[config.mk]
export PLATFORM = sky130hd
export DESIGN_NAME = rgb_stream_packer_flat
export DESIGN_NICKNAME = d
export VERILOG_FILES = /design/src/rtl/rgb_stream_packer_if.sv /design/src/rtl/rgb_stream_packer.sv /design/src/flat_wrapper.sv
export SDC_FILE = /design/constraint.sdc
export NUM_CORES = 1
export LEC_CHECK = 0
export BUFFER_PORTS_ARGS = -buffer_cell sky130_fd_sc_hd__buf_2
export CAP_MARGIN = 10
export CELL_PAD_IN_SITES_DETAIL_PLACEMENT = 1
export CELL_PAD_IN_SITES_GLOBAL_PLACEMENT = 1
export CORE_MARGIN = 1
export CORE_UTILIZATION = 43
export CTS_BUF_LIST = sky130_fd_sc_hd__clkbuf_8
export DETAILED_ROUTE_END_ITERATION = 6
export GPL_ROUTABILITY_DRIVEN = 0
export GPL_TIMING_DRIVEN = 0
export PLACE_DENSITY = 0.79
export SETUP_SLACK_MARGIN = 0.02
export SYNTH_ARGS = -nofsm -noshare
export SYNTH_HDL_FRONTEND = slang
export SYNTH_SLANG_ARGS = --single-unit
[constraint.sdc]
create_clock -name aclk -period 2.8 [get_ports aclk]
set_input_delay 0.28 -clock aclk [delete_from_list [all_inputs] [get_ports aclk]]
set_output_delay 0.28 -clock aclk [all_outputs]
set_load 0.05 [all_outputs]
[src/rtl/rgb_stream_packer_if.sv]
// rgb_stream_packer_if
//   Bundles the pixel input stream, the packed 32-bit AXI4-Stream output and
//   the packer's internal state for observation.
//   Handshake rule for both streams: a beat moves on a rising clock edge
//   where the sender's valid and the receiver's ready are both high. A sender
//   holds its payload stable while valid is high and ready is low.
//
//   Signals:
//     r, g, b            pixel colour bytes
//     valid              pixel on r/g/b/sof/eol is valid
//     sof, eol           pixel is first of frame / last of line
//     in_stream_ready    packer accepts a pixel this cycle
//     out_stream_t*      packed output word (tdata/tkeep/tlast/tuser/tvalid)
//     out_stream_tready  downstream accepts the word
//     dbg_phase          byte-packing phase (0..3)
//     dbg_flush_pending  end-of-line remainder word waiting for the output
//     dbg_sof_pending    next emitted word carries tuser
//
//   Modports: slave = the packer, master = the pixel source plus sink.
interface rgb_stream_packer_if;
    logic [7:0]  r;
    logic [7:0]  g;
    logic [7:0]  b;
    logic        valid;
    logic        sof;
    logic        eol;
    logic        in_stream_ready;
    logic [31:0] out_stream_tdata;
    logic [3:0]  out_stream_tkeep;
    logic        out_stream_tlast;
    logic        out_stream_tuser;
    logic        out_stream_tvalid;
    logic        out_stream_tready;
    logic [1:0]  dbg_phase;
    logic        dbg_flush_pending;
    logic        dbg_sof_pending;

    modport slave (
        input  r, g, b, valid, sof, eol, out_stream_tready,
        output in_stream_ready, out_stream_tdata, out_stream_tkeep,
               out_stream_tlast, out_stream_tuser, out_stream_tvalid,
               dbg_phase, dbg_flush_pending, dbg_sof_pending
    );

    modport master (
        output r, g, b, valid, sof, eol, out_stream_tready,
        input  in_stream_ready, out_stream_tdata, out_stream_tkeep,
               out_stream_tlast, out_stream_tuser, out_stream_tvalid,
               dbg_phase, dbg_flush_pending, dbg_sof_pending
    );
endinterface

[src/rtl/rgb_stream_packer.sv]
// rgb_stream_packer
//   Packs 24-bit pixels P = {r, b, g} little-endian into 32-bit words, so
//   every 4 pixels become 3 words. sof is carried on tuser of the first word
//   of the frame, eol on tlast of the last word of the line. A line that ends
//   mid-word is closed with a partial word (tkeep 7, 3 or 1).
//
//   Ports:
//     aclk     clock, rising edge
//     aresetn  asynchronous active-low reset
//     bus      rgb_stream_packer_if.slave (pixel in, packed words out, state)
module rgb_stream_packer (
    input  logic                 aclk,
    input  logic                 aresetn,
    rgb_stream_packer_if.slave   bus
);
    // Phase = number of pixels already folded into the current 3-word group.
    typedef enum logic [1:0] {PH0, PH1, PH2, PH3} phase_t;

    phase_t      phase;
    logic [23:0] residual;
    logic        sof_pending;
    logic        flush_pending;

    logic [31:0] tdata_q;
    logic [3:0]  tkeep_q;
    logic        tlast_q;
    logic        tuser_q;
    logic        tvalid_q;

    logic [23:0] pix;
    logic        out_free;
    logic        ready;
    logic        accept;
    phase_t      eff_phase;
    logic        sof_now;

    logic        emit;
    logic [31:0] emit_data;
    logic [3:0]  emit_keep;
    logic        emit_last;
    phase_t      nxt_phase;
    logic [23:0] nxt_residual;
    logic        nxt_flush;

    always_comb begin
        pix       = {bus.r, bus.b, bus.g};
        out_free  = !tvalid_q || bus.out_stream_tready;
        ready     = !flush_pending && out_free;
        accept    = bus.valid && ready;
        // A sof pixel restarts packing: leftover bytes of the old line are dropped.
        eff_phase = bus.sof ? PH0 : phase;
        sof_now   = sof_pending || (accept && bus.sof);

        emit         = 1'b0;
        emit_data    = 32'h0;
        emit_keep    = 4'hF;
        emit_last    = 1'b0;
        nxt_phase    = phase;
        nxt_residual = residual;
        nxt_flush    = flush_pending;

        if (flush_pending) begin
            // Remainder word; the phase left behind says how many bytes remain.
            if (out_free) begin
                emit         = 1'b1;
                emit_last    = 1'b1;
                if (phase == PH2) begin
                    emit_data = {16'h0, residual[15:0]};
                    emit_keep = 4'h3;
                end else begin
                    emit_data = {24'h0, residual[7:0]};
                    emit_keep = 4'h1;
                end
                nxt_residual = 24'h0;
                nxt_phase    = PH0;
                nxt_flush    = 1'b0;
            end
        end else if (accept) begin
            case (eff_phase)
                PH0: begin
                    if (bus.eol) begin
                        emit         = 1'b1;
                        emit_data    = {8'h00, pix};
                        emit_keep    = 4'h7;
                        emit_last    = 1'b1;
                        nxt_residual = 24'h0;
                        nxt_phase    = PH0;
                    end else begin
                        nxt_residual = pix;
                        nxt_phase    = PH1;
                    end
                end
                PH1: begin
                    emit         = 1'b1;
                    emit_data    = {pix[7:0], residual[23:0]};
                    nxt_residual = {8'h00, pix[23:8]};
                    nxt_phase    = PH2;
                    nxt_flush    = bus.eol;
                end
                PH2: begin
                    emit         = 1'b1;
                    emit_data    = {pix[15:0], residual[15:0]};
                    nxt_residual = {16'h0, pix[23:16]};
                    nxt_phase    = PH3;
                    nxt_flush    = bus.eol;
                end
                PH3: begin
                    emit         = 1'b1;
                    emit_data    = {pix, residual[7:0]};
                    emit_last    = bus.eol;
                    nxt_residual = 24'h0;
                    nxt_phase    = PH0;
                end
                default: ;
            endcase
        end
    end

    always_ff @(posedge aclk or negedge aresetn) begin
        if (!aresetn) begin
            phase         <= PH0;
            residual      <= 24'h0;
            sof_pending   <= 1'b0;
            flush_pending <= 1'b0;
            tdata_q       <= 32'h0;
            tkeep_q       <= 4'h0;
            tlast_q       <= 1'b0;
            tuser_q       <= 1'b0;
            tvalid_q      <= 1'b0;
        end else begin
            phase         <= nxt_phase;
            residual      <= nxt_residual;
            flush_pending <= nxt_flush;
            if (emit) begin
                tvalid_q    <= 1'b1;
                tdata_q     <= emit_data;
                tkeep_q     <= emit_keep;
                tlast_q     <= emit_last;
                tuser_q     <= sof_now;
                sof_pending <= 1'b0;
            end else begin
                if (bus.out_stream_tready) begin
                    tvalid_q <= 1'b0;
                end
                if (accept && bus.sof) begin
                    sof_pending <= 1'b1;
                end
            end
        end
    end

    assign bus.in_stream_ready   = ready;
    assign bus.out_stream_tdata  = tdata_q;
    assign bus.out_stream_tkeep  = tkeep_q;
    assign bus.out_stream_tlast  = tlast_q;
    assign bus.out_stream_tuser  = tuser_q;
    assign bus.out_stream_tvalid = tvalid_q;
    assign bus.dbg_phase         = phase;
    assign bus.dbg_flush_pending = flush_pending;
    assign bus.dbg_sof_pending   = sof_pending;
endmodule

[src/flat_wrapper.sv]
// flat-port wrapper written by rule: the top's interface ports become plain ports
module rgb_stream_packer_flat 
  (aclk, aresetn, bus_r, bus_g, bus_b, bus_valid, bus_sof, bus_eol, bus_out_stream_tready, bus_in_stream_ready, bus_out_stream_tdata, bus_out_stream_tkeep, bus_out_stream_tlast, bus_out_stream_tuser, bus_out_stream_tvalid, bus_dbg_phase, bus_dbg_flush_pending, bus_dbg_sof_pending);
  rgb_stream_packer_if bus_i ();
  input  logic aclk;
  input  logic aresetn;
  input wire logic [$bits(bus_i.r)-1:0] bus_r;
  input wire logic [$bits(bus_i.g)-1:0] bus_g;
  input wire logic [$bits(bus_i.b)-1:0] bus_b;
  input wire logic [$bits(bus_i.valid)-1:0] bus_valid;
  input wire logic [$bits(bus_i.sof)-1:0] bus_sof;
  input wire logic [$bits(bus_i.eol)-1:0] bus_eol;
  input wire logic [$bits(bus_i.out_stream_tready)-1:0] bus_out_stream_tready;
  output wire logic [$bits(bus_i.in_stream_ready)-1:0] bus_in_stream_ready;
  output wire logic [$bits(bus_i.out_stream_tdata)-1:0] bus_out_stream_tdata;
  output wire logic [$bits(bus_i.out_stream_tkeep)-1:0] bus_out_stream_tkeep;
  output wire logic [$bits(bus_i.out_stream_tlast)-1:0] bus_out_stream_tlast;
  output wire logic [$bits(bus_i.out_stream_tuser)-1:0] bus_out_stream_tuser;
  output wire logic [$bits(bus_i.out_stream_tvalid)-1:0] bus_out_stream_tvalid;
  output wire logic [$bits(bus_i.dbg_phase)-1:0] bus_dbg_phase;
  output wire logic [$bits(bus_i.dbg_flush_pending)-1:0] bus_dbg_flush_pending;
  output wire logic [$bits(bus_i.dbg_sof_pending)-1:0] bus_dbg_sof_pending;
  assign bus_i.r = bus_r;
  assign bus_i.g = bus_g;
  assign bus_i.b = bus_b;
  assign bus_i.valid = bus_valid;
  assign bus_i.sof = bus_sof;
  assign bus_i.eol = bus_eol;
  assign bus_i.out_stream_tready = bus_out_stream_tready;
  assign bus_in_stream_ready = bus_i.in_stream_ready;
  assign bus_out_stream_tdata = bus_i.out_stream_tdata;
  assign bus_out_stream_tkeep = bus_i.out_stream_tkeep;
  assign bus_out_stream_tlast = bus_i.out_stream_tlast;
  assign bus_out_stream_tuser = bus_i.out_stream_tuser;
  assign bus_out_stream_tvalid = bus_i.out_stream_tvalid;
  assign bus_dbg_phase = bus_i.dbg_phase;
  assign bus_dbg_flush_pending = bus_i.dbg_flush_pending;
  assign bus_dbg_sof_pending = bus_i.dbg_sof_pending;
  rgb_stream_packer u_core (.aclk(aclk), .aresetn(aresetn), .bus(bus_i));
endmodule
==> out/qor.csv, run 1 <==
stage,metric,value,unit
worst_setup_path,crit path max-delay cell type,dfrtp_1,
pwr,Gate power share,51.3,%
worst_setup_path,Worst setup SP type,flop,
timing,RSZ-0062 raised after global routing,false,
final_layout,ant diodes,0,
synth,Netlist Area Pre-Place,0.00347,mm2
worst_setup_path,Critical Path Fanout Max,10,
grt,vias in the first global route,3241,
synth,Synth warnings,0,
detailed_routing,Routed WL,11400,um
detailed_routing,WL per Instance,21.1,um
worst_setup_path,critical path type,flop to flop,
synth,number of flops mapped to enable cells by yosys,0,
pwr,VDD IR max,0.502,mV
synth,synth top area cells,"dfrtp_1, a22o_1, o21ai_0, a22oi_1, a222oi_1",
synth,top_reg_cell synth,dfrtp_1,
pwr,internal power,0.00231,W
detailed_routing,Initial DRC Count,310,
synth,Syn Nets,384,
timing,hold slack,0.0273,ns
final_layout,final instance area,0.00413,mm2
placed_design,IO buf count,73,
placed_design,Post-Place Cell Area,0.00396,mm2
pwr,Sw Share,49.6,%
run_status,outcome,"finished, final reports clean",
grt,total gr overflow,0,
pwr,P_sw,0.00227,W
clock_network,Root Buffer,clkbuf_8,
grt,gr usage total,28.4,%
grt,antenna violations before repair,0,
synth,share of the synthesized area in the top cell type,48.3,%
worst_setup_path,Most Frequent Cell on Critical Path,clkbuf_1,
floorplanning,Ports,74,
synth,"Seq/Total Area, Yosys",48.3,%
synth,top-count cell post-synth,dfrtp_1,
grt,first-pass GRT wire length,18000,um
timing,setup tns final,0,ns
synth,most frequent cells after synthesis,"dfrtp_1, o21ai_0, nand2_1",
floorplanning,chip height,91.8,um
floorplanning,Chip Width,91.8,um
timing,Max Fclk,0.399,GHz
final_layout,fraction of layout cells with a size suffix above 1,23.4,%
clock_network,# clock sinks,67,
floorplanning,initial core utilization,44.7,%
final_layout,Fillers,938,
synth,ys async rst share,100,%
clock_network,TritonCTS clock tree,yes,
clock_network,Post-CTS Setup Inserts,0,
timing,worst-margin pin slew,0.885,ns
worst_setup_path,CP max stage delay,0.40,ns
clock_network,clk_lat worst skew,0.35,ns
floorplanning,Site Rows,32,
timing,Max Clock Skew,0.0106,ns
timing,Period minus WS final,2.51,ns
synth,#FFs+latches synth,67,
clock_network,TritonCTS Buffers,9,
detailed_routing,1st-pass router iterations,5,
detailed_routing,vias,3291,
synth,cell taking the most area after synthesis,dfrtp_1,
worst_setup_path,WP data required,3.02,ns
timing,Slew Limit Fails,0,
pwr,LEAKAGE,1.86,nW
worst_setup_path,critical path arrival,2.72,ns
flow_run,max cap viols,0,
worst_setup_path,worst-path cell chain,"nor2b_1, inv_1, ha_1, clkbuf_1, or2_2, clkbuf_1, o21ai_0, a2bb2oi_1, o221ai_1",
detailed_routing,Antenna Nets Post-Route,0,
worst_setup_path,CP bufs+invs,3,
clock_network,cts hold-fix bufs,0,
clock_network,H-tree depth,3,
clock_network,Worst-path clk slew,0.08,ns
timing,post-route clock period utilization,89.5,%
clock_network,Post-CTS Resized,0,
timing,setup violators final,0,
final_layout,utilization after layout,53.2,%
synth,Syn Inst Count,349,
final_layout,Final nets,468,
pwr,pwr dens,1110,mW/mm2
timing,"Hold Violations, Final",0,
clock_network,CTS Buffer Depth,2,
pwr,Clk pwr share,15.9,%
detailed_routing,Via density,6.12,
worst_setup_path,CP endpoint kind,flop,
floorplanning,die area,0.00843,mm2
worst_hold_path,worst hold path type,primary input to asynchronous set/reset pin,
pwr,sequential fraction of design power,32.9,%
grt,largest net degree at the start of global routing,68,
worst_setup_path,Worst path top cell family by delay,simple AND/OR/NAND/NOR gates,
final_layout,"Area growth, synth to finish",19.1,%
synth,mean area per synthesized cell,9.94,um2
floorplanning,Core ar.,0.00777,mm2
synth,Synth cell types,41,
placed_design,Post-DP HPWL,8210,um
detailed_routing,final routed DRC violation total,0,
timing,Worst slew margin,41.0,%
## sequential cells by signal (all words and copies together), names as in the netlist
register / count
u_core.bus.out_stream_tdata: 32
u_core.residual: 24
u_core.bus.out_stream_tkeep: 4
u_core.bus.dbg_phase: 2
u_core.bus.dbg_flush_pending: 1
u_core.bus.dbg_sof_pending: 1
u_core.bus.out_stream_tlast: 1
u_core.bus.out_stream_tuser: 1
u_core.bus.out_stream_tvalid: 1
## cells by family after synthesis
group | Yosys count | synth area share, %
flops | 67 | 48.3
buf+inv | 40 | 5.05
compound gates | 152 | 32.8
fa+ha+maj | 5 | 1.80
simple gates | 85 | 12.0
## worst paths after layout
kind,startpoint,end,slack [ns],cells after the start
worst max-delay path,u_core.bus.dbg_phase[0],u_core.bus.out_stream_tdata[1],0.29,9
worst min-delay path,aresetn,u_core.bus.out_stream_tuser,0.03,1
worst max register to register,u_core.bus.dbg_phase[0],u_core.bus.out_stream_tdata[1],0.29,9
worst min register to register,u_core.bus.out_stream_tkeep[0],u_core.bus.out_stream_tkeep[0],0.47,1
max in group asynchronous,aresetn,u_core.residual[20],2.17,1
min in group aclk,bus_r[3],u_core.residual[19],0.24,2
## worst register-to-register path, cell delays in order (launching register included)
cell and delay (ns):
dfrtp_1 0.40, nor2b_1 0.27, inv_1 0.10, ha_1 0.18, clkbuf_1 0.21, or2_2 0.34
clkbuf_1 0.27, o21ai_0 0.27, a2bb2oi_1 0.20, o221ai_1 0.12
## per-stage QoR
step | power, W | cells | setup slack, ns
2_1_floorplan | 0.00319 | 349 | 0.483
3_3_place_gp | 0.00377 | 524 | 0.447
3_5_place_dp | 0.00384 | 524 | 0.374
4_1_cts | 0.00457 | 538 | 0.355
5_1_grt | 0.00480 | 538 | 0.138
6_report | 0.00457 | 538 | 0.295
## power groups by stage
stage               registers, W  logic [W]  clock network [W]
floorplan                0.00229   0.000902                  0
global placement         0.00149    0.00228                  0
detailed placement       0.00151    0.00233                  0
CTS                      0.00150    0.00234           0.000726
global route             0.00154    0.00249           0.000771
finish                   0.00150    0.00234           0.000726
## area by class of cell
class                           instances  area (um2)  share of cell area, %
Sequential cell                        67        1680                   40.6
Multi-Input combinational cell        242        1620                   39.1
Timing Repair Buffer                   73         368                   8.90
Buffer                                 34         153                   3.69
Clock buffer                           11         151                   3.66
Tap cell                              102         128                   3.09
Inverter                                6        22.5                  0.545
Clock inverter                          3        16.3                  0.394
## cells in the final DEF (no fill, tap or decap), drive strengths merged, types with 2 or more instances in the layout
cell type  count
a21oi         11
a221o          6
a222oi        16
a22o          24
a22oi         24
a2bb2oi        2
and2           8
and3           3
buf           85
clkbuf        33
dfrtp         67
ha             5
inv            7
nand2         31
nand2b         5
nand3          2
nor2          22
nor2b          5
o21ai         40
o21bai         8
o221ai         2
o31a           8
o31ai          9
or2            3
## routing by layer
metal | vias up | track usage (%) | routed length, um
met5 | - | 0 | 0
met4 | 0 | 11.1 | 257
met3 | 19 | 4.81 | 718
met2 | 143 | 43.7 | 5200
met1 | 1640 | 40.1 | 5200
li1 | 1489 | - | -
Note: power is estimated with default switching activity, not from simulation.
==> run 2, diff against run 1 <==
Settings changed: ABC_AREA set to 1, CORE_UTILIZATION 43 to 41.
==> out/qor.csv, run 2 <==
stage,metric,value,unit,change
flow_run,max cap viols,0,,unchanged
floorplanning,die area,0.0100,mm2,was 0.00843 mm2
run_status,outcome,"finished, final reports clean",,unchanged
floorplanning,Chip Width,100,um,was 91.8 um
pwr,Gate power share,53.5,%,was 51.3%
floorplanning,initial core utilization,42.6,%,was 44.7%
floorplanning,Core ar.,0.00928,mm2,was 0.00777 mm2
clock_network,# clock sinks,67,,unchanged
synth,Netlist Area Pre-Place,0.00395,mm2,was 0.00347 mm2
final_layout,Final nets,674,,was 468
placed_design,IO buf count,72,,was 73
final_layout,utilization after layout,50.2,%,was 53.2%
synth,Syn Inst Count,556,,was 349
timing,Period minus WS final,2.27,ns,was 2.51 ns
clock_network,TritonCTS clock tree,yes,,unchanged
final_layout,most frequent cells in the layout,"nand2_1, buf_2, dfrtp_1",,"was buf_2, dfrtp_1, o21ai_0"
worst_setup_path,Critical Path Fanout Max,10,,unchanged
clock_network,Root Buffer,clkbuf_8,,unchanged
detailed_routing,Antenna Nets Post-Route,0,,unchanged
detailed_routing,vias,4088,,was 3291
worst_setup_path,critical path type,flop to flop,,unchanged
timing,post-route clock period utilization,81.0,%,was 89.5%
clock_network,Post-CTS Setup Inserts,0,,unchanged
pwr,pwr dens,1070,mW/mm2,was 1110 mW/mm2
grt,total gr overflow,0,,unchanged
pwr,VDD IR max,0.392,mV,was 0.502 mV
floorplanning,Site Rows,35,,was 32
pwr,LEAKAGE,2.48,nW,was 1.86 nW
detailed_routing,Via density,5.29,,was 6.12
detailed_routing,Initial DRC Count,244,,was 310
synth,ys async rst share,100,%,unchanged
clock_network,cts hold-fix bufs,0,,unchanged
synth,synth top area cells,"dfrtp_1, nand2_1, o21ai_0, nand3_1, inv_1",,"was dfrtp_1, a22o_1, o21ai_0, a22oi_1, a222oi_1"
detailed_routing,1st-pass router iterations,5,,unchanged
pwr,sequential fraction of design power,30.5,%,was 32.9%
worst_setup_path,Reg2Reg Setup Slack,0.53,ns,was 0.29 ns
synth,top-count cell post-synth,nand2_1,,was dfrtp_1
worst_setup_path,R2R depth,13,,was 9
final_layout,Fillers,1262,,was 938
synth,share of the synthesized area in the top cell type,42.4,%,was 48.3%
clock_network,Post-CTS Resized,0,,unchanged
timing,Max Clock Skew,0.00803,ns,was 0.0106 ns
detailed_routing,Routed WL,14000,um,was 11400 um
grt,gr usage total,29.7,%,was 28.4%
synth,top_reg_cell synth,dfrtp_1,,unchanged
final_layout,fraction of layout cells with a size suffix above 1,19.6,%,was 23.4%
final_layout,"commonest non-fill, non-tap cell in the layout",nand2_1,,was buf_2
pwr,P_sw,0.00259,W,was 0.00227 W
clock_network,Worst-path clk slew,0.07,ns,was 0.08 ns
timing,worst-margin pin slew,0.897,ns,was 0.885 ns
detailed_routing,WL per Instance,18.1,um,was 21.1 um
worst_setup_path,CP endpoint kind,flop,,unchanged
pwr,Clk pwr share,16.1,%,was 15.9%
detailed_routing,final routed DRC violation total,0,,unchanged
pwr,Sw Share,51.7,%,was 49.6%
grt,largest net degree at the start of global routing,68,,unchanged
synth,Synth cell types,29,,was 41
final_layout,ant diodes,0,,unchanged
pwr,internal power,0.00241,W,was 0.00231 W
grt,antenna violations before repair,0,,unchanged
grt,vias in the first global route,4176,,was 3241
timing,RSZ-0062 raised after global routing,false,,unchanged
worst_setup_path,Worst setup SP type,flop,,unchanged
final_layout,Layout Cells excl Fill,773,,was 538
synth,Syn Nets,591,,was 384
placed_design,Post-DP HPWL,10100,um,was 8210 um
timing,Slew Limit Fails,0,,unchanged
synth,#FFs+latches synth,67,,unchanged
worst_setup_path,WP data required,3.06,ns,was 3.02 ns
timing,setup tns final,0,ns,unchanged
clock_network,TritonCTS Buffers,9,,unchanged
synth,"Seq/Total Area, Yosys",42.4,%,was 48.3%
timing,Worst slew margin,40.2,%,was 41.0%
clock_network,clk_lat worst skew,0.36,ns,was 0.35 ns
clock_network,H-tree depth,3,,unchanged
synth,most frequent cells after synthesis,"nand2_1, dfrtp_1, o21ai_0",,"was dfrtp_1, o21ai_0, nand2_1"
grt,first-pass GRT wire length,22300,um,was 18000 um
final_layout,max reg flops,32,,unchanged
synth,Synth warnings,0,,unchanged
timing,Max Fclk,0.441,GHz,was 0.399 GHz
final_layout,Storage cell area,0.00168,mm2,unchanged
worst_hold_path,worst hold path type,primary input to asynchronous set/reset pin,,unchanged
floorplanning,Ports,74,,unchanged
timing,"Hold Violations, Final",0,,unchanged
synth,mean area per synthesized cell,7.11,um2,was 9.94 um2
worst_setup_path,critical path arrival,2.52,ns,was 2.72 ns
synth,cell taking the most area after synthesis,dfrtp_1,,unchanged
final_layout,area taken by multi-input logic gates,0.00191,mm2,was 0.00162 mm2
timing,setup violators final,0,,unchanged
synth,number of flops mapped to enable cells by yosys,0,,unchanged
final_layout,"Area growth, synth to finish",18.0,%,was 19.1%
clock_network,CTS Buffer Depth,2,,unchanged
placed_design,dpl cells,757,,was 524
floorplanning,chip height,100,um,was 91.8 um
-- run 2: changes by cell type after synthesis, moves of 8 or more --
cell / change
inv_1: +31
o21ai_0: +8
nand3_1: +42
a22oi_1: -18
nand2_1: +207
a222oi_1: -16
o31a_1: -8
nand4_1: +16
clkbuf_1: -17
a22o_1: -24
o21bai_1: -8
-- run 2: worst paths after layout --
path / from / end
setup / recovery: u_core.bus.dbg_phase[0] / u_core.bus.out_stream_tdata[1]
min in group aclk: bus_r[3] / u_core.residual[11]
hold / removal: aresetn / u_core.bus.out_stream_tdata[4]
max in group asynchronous: aresetn / u_core.residual[18]
setup reg to reg: u_core.bus.dbg_phase[0] / u_core.bus.out_stream_tdata[1]
hold reg to reg: u_core.bus.out_stream_tkeep[0] / u_core.bus.out_stream_tkeep[0]
-- run 2: final cells by class --
class                   count  area share, %
multi-input cells         417           40.9
flip-flops and latches     67           35.9
repair buffers             72           7.78
plain buffers              29           4.40
inverters                  43           3.51
well taps                 129           3.46
clock buffers              10           2.95
clock inverters             6           1.07
-- run 2: cell families (layout without fill, tap and decap cells) --
kind of cell    after synthesis  in the layout  share of synthesized area [%]
buf+inv                      72            160                           9.34
compound gates               81             81                           11.3
simple gates                331            331                           35.4
flops                        67             67                           42.4
fa+ha+maj                     5              5                           1.58
-- run 2: through the flow --
| stage | cell area (um2) | total power [W] | setup WS, ns | hold WS, ns |
|---|---|---|---|---|
| 4_1_cts | 4660 | 0.00502 | 0.597 | 0.0822 |
| 3_5_place_dp | 4480 | 0.00421 | 0.590 | 0.457 |
| 6_report | 4660 | 0.00500 | 0.533 | 0.0471 |
| 5_1_grt | 4660 | 0.00531 | 0.404 | 0.119 |
| 3_3_place_gp | 4470 | 0.00412 | 0.713 | 0.448 |
| 2_1_floorplan | 3950 | 0.00343 | 0.778 | -0.0156 |
-- run 2: metal layers --
layer | GRT usage (%) | share of wire, % | vias to the layer above
li1 | - | - | 1949
met1 | 38.5 | 45 | 1969
met2 | 49.3 | 48 | 136
met3 | 5.01 | 4.8 | 34
met4 | 11.7 | 2.8 | 0
met5 | 0 | 0 | -
-- run 2: power by group through the flow --
| stage | Combinational (W) | Sequential [W] | Clock, W |
|---|---|---|---|
| finish | 0.00267 | 0.00152 | 0.000804 |
| global route | 0.00288 | 0.00157 | 0.000849 |
| CTS | 0.00267 | 0.00153 | 0.000820 |
| detailed placement | 0.00266 | 0.00154 | 0 |
| global placement | 0.00260 | 0.00153 | 0 |
| floorplan | 0.00115 | 0.00228 | 0 |
-- run 2: worst max-delay path: stages (launching register included) --
cell and delay (ns):
dfrtp_1 0.39, inv_1 0.10, nor2_1 0.21, inv_1 0.10, ha_1 0.20, buf_2 0.21
inv_1 0.28, nand3b_2 0.25, nand2_1 0.14, nand2_1 0.07, nand2_1 0.06, nand2_1 0.05
nand2_1 0.06, nand2_1 0.05
==> run 3, diff against run 2 <==
Settings changed: CORE_UTILIZATION 41 to 37, PLACE_DENSITY 0.79 to 0.75.
Clock period 2.8 ns to 2 ns, I/O delays scaled along.
==> out/qor.csv, run 3 (synthesis gave the netlist of run 2 again) <==
stage,metric,value,unit,change
run_status,outcome,finished with violations,,"was finished, final reports clean"
run_status,failing checks,hold timing,,
worst_hold_path,worst hold path type,primary input to asynchronous set/reset pin,,unchanged
final_layout,max reg flops,32,,unchanged
final_layout,most frequent cells in the layout,"nand2_1, buf_2, dfrtp_1",,unchanged
timing,RSZ-0062 raised after global routing,true,,was false
final_layout,"commonest non-fill, non-tap cell in the layout",nand2_1,,unchanged
timing,Period minus WS final,1.88,ns,was 2.27 ns
final_layout,Final nets,676,,was 674
pwr,VDD IR max,0.575,mV,was 0.392 mV
worst_setup_path,Most Frequent Cell on Critical Path,inv_1,,was nand2_1
clock_network,CTS Buffer Depth,2,,unchanged
placed_design,IO buf count,72,,unchanged
worst_setup_path,critical path type,flop to flop,,unchanged
pwr,pwr dens,1490,mW/mm2,was 1070 mW/mm2
grt,largest net degree at the start of global routing,68,,unchanged
final_layout,Layout Cells excl Fill,782,,was 773
worst_setup_path,CP endpoint kind,flop,,unchanged
worst_setup_path,Worst setup SP type,flop,,unchanged
timing,setup violators final,0,,unchanged
worst_setup_path,Setup crit start,u_core.bus.dbg_phase[0],,unchanged
detailed_routing,final routed DRC violation total,0,,unchanged
clock_network,H-tree depth,3,,unchanged
worst_setup_path,critical path arrival,2.13,ns,was 2.52 ns
final_layout,"Area growth, synth to finish",20.2,%,was 18.0%
floorplanning,Chip Width,105,um,was 100 um
pwr,LEAKAGE,2.50,nW,was 2.48 nW
detailed_routing,Initial DRC Count,257,,was 244
detailed_routing,WL per Instance,18.3,um,was 18.1 um
detailed_routing,1st-pass router iterations,5,,unchanged
timing,Slew Limit Fails,0,,unchanged
worst_setup_path,crit path max-delay cell type,dfrtp_2,,was dfrtp_1
grt,antenna violations before repair,0,,unchanged
clock_network,Root Buffer,clkbuf_8,,unchanged
floorplanning,Core ar.,0.0103,mm2,was 0.00928 mm2
placed_design,worst slack at placement,-0.113,ns,was 0.590 ns
floorplanning,chip height,105,um,was 100 um
clock_network,TritonCTS Buffers,9,,unchanged
worst_setup_path,WP data required,2.24,ns,was 3.06 ns
grt,first-pass GRT wire length,22900,um,was 22300 um
timing,Worst slew margin,41.2,%,was 40.2%
worst_setup_path,CP bufs+invs,5,,was 4
detailed_routing,Antenna Nets Post-Route,0,,unchanged
timing,final worst setup slack,0.116,ns,was 0.533 ns
floorplanning,initial core utilization,38.3,%,was 42.6%
detailed_routing,vias,4192,,was 4088
detailed_routing,Via density,5.36,,was 5.29
detailed_routing,Routed WL,14300,um,was 14000 um
worst_setup_path,worst reg2reg startpoint,u_core.bus.dbg_phase[0],,unchanged
worst_setup_path,CP max stage delay,0.39,ns,about the same
clock_network,clk_lat worst skew,0.35,ns,was 0.36 ns
clock_network,Worst-path clk slew,0.08,ns,was 0.07 ns
worst_setup_path,worst-path cell chain,"inv_1, nor2_2, inv_1, ha_1, buf_4, inv_4, buf_6, nand4_1, nand3_1, nand2_1",,"was inv_1, nor2_1, inv_1, ha_1, buf_2, inv_1, nand3b_2, nand2_1, nand2_1, nand2_1, nand2_1, nand2_1, nand2_1"
placed_design,Post-DP HPWL,10100,um,about the same
placed_design,dpl cells,764,,was 757
final_layout,ant diodes,0,,unchanged
grt,gr usage total,27.1,%,was 29.7%
floorplanning,die area,0.0111,mm2,was 0.0100 mm2
clock_network,TritonCTS clock tree,yes,,unchanged
grt,vias in the first global route,4204,,was 4176
clock_network,# clock sinks,67,,unchanged
clock_network,cts hold-fix bufs,0,,unchanged
floorplanning,Ports,74,,unchanged
timing,worst-margin pin slew,0.882,ns,was 0.897 ns
timing,"Hold Violations, Final",66,,was 0
placed_design,Post-Place Cell Area,0.00449,mm2,was 0.00448 mm2
timing,hold slack,-0.0240,ns,was 0.0471 ns
worst_setup_path,Critical Path Fanout Max,10,,unchanged
timing,Max Fclk,0.531,GHz,was 0.441 GHz
final_layout,final instance area,0.00475,mm2,was 0.00466 mm2
floorplanning,Site Rows,37,,was 35
timing,Max Clock Skew,0.00912,ns,was 0.00803 ns
timing,post-route clock period utilization,94.2,%,was 81.0%
grt,total gr overflow,0,,unchanged
flow_run,max cap viols,0,,unchanged
final_layout,fraction of layout cells with a size suffix above 1,21.8,%,was 19.6%
worst_setup_path,Worst path top cell family by delay,buffers and inverters,,was simple AND/OR/NAND/NOR gates
final_layout,Fillers,1366,,was 1262
==> run 3: changes by cell type in the layout (fill, tap and decap cells not counted), sizes merged <==
cell	previous run	this run
clkbuf	15	18
inv	47	45
bufinv	1	0
clkinv	1	2
clkinvlp	0	1
==> run 3: metal layers <==
metal	part of all wire, %	global-route usage, %	vias to the layer above
met5	0	0	-
met4	2.9	11.6	0
met3	6.3	4.21	35
met2	47	43.2	157
met1	44	36.5	2045
li1	-	-	1955
==> run 3: worst paths after layout <==
path	end	slack, ns	cells after the start
min in group aclk	u_core.bus.dbg_flush_pending	0.13	3
min	u_core.bus.out_stream_tdata[1]	-0.02	1
min reg2reg	u_core.bus.out_stream_tkeep[0]	0.46	1
max	u_core.bus.out_stream_tdata[23]	0.12	10
max reg2reg	u_core.bus.out_stream_tdata[23]	0.12	10
max in group asynchronous	u_core.bus.dbg_phase[0]	1.42	1
==> run 3: timing repair <==
action,in CTS,in global routing
pin swaps,0,0
gates resized for setup,9,24
buffers inserted,1,1
endpoints found under the setup margin,25,54
==> run 3: where the power goes <==
part,internal (W),switching [W]
registers,0.00184,0.000307
logic,0.00103,0.00284
clock network,0.000501,0.000546
total,0.00337,0.00370
==> run 3: cell type report <==
type | instances | area [um2] | share of cell area (%)
buffer | 29 | 239 | 5.03
clock buffer | 11 | 151 | 3.19
timing repair buffer | 74 | 378 | 7.95
clock inverter | 5 | 21.3 | 0.448
tap | 136 | 170 | 3.58
inverter | 43 | 173 | 3.63
multi-input combinational | 417 | 1940 | 40.8
sequential | 67 | 1680 | 35.3
==> run 3: stage by stage <==
step           setup TNS, ns  util, %  total power, W
2_1_floorplan              0        -         0.00480
3_3_place_gp          -0.417     43.4         0.00580
3_5_place_dp           -1.66     43.5         0.00590
4_1_cts                    0     45.5         0.00701
5_1_grt             -0.00674     46.0         0.00751
6_report                   0     46.0         0.00707
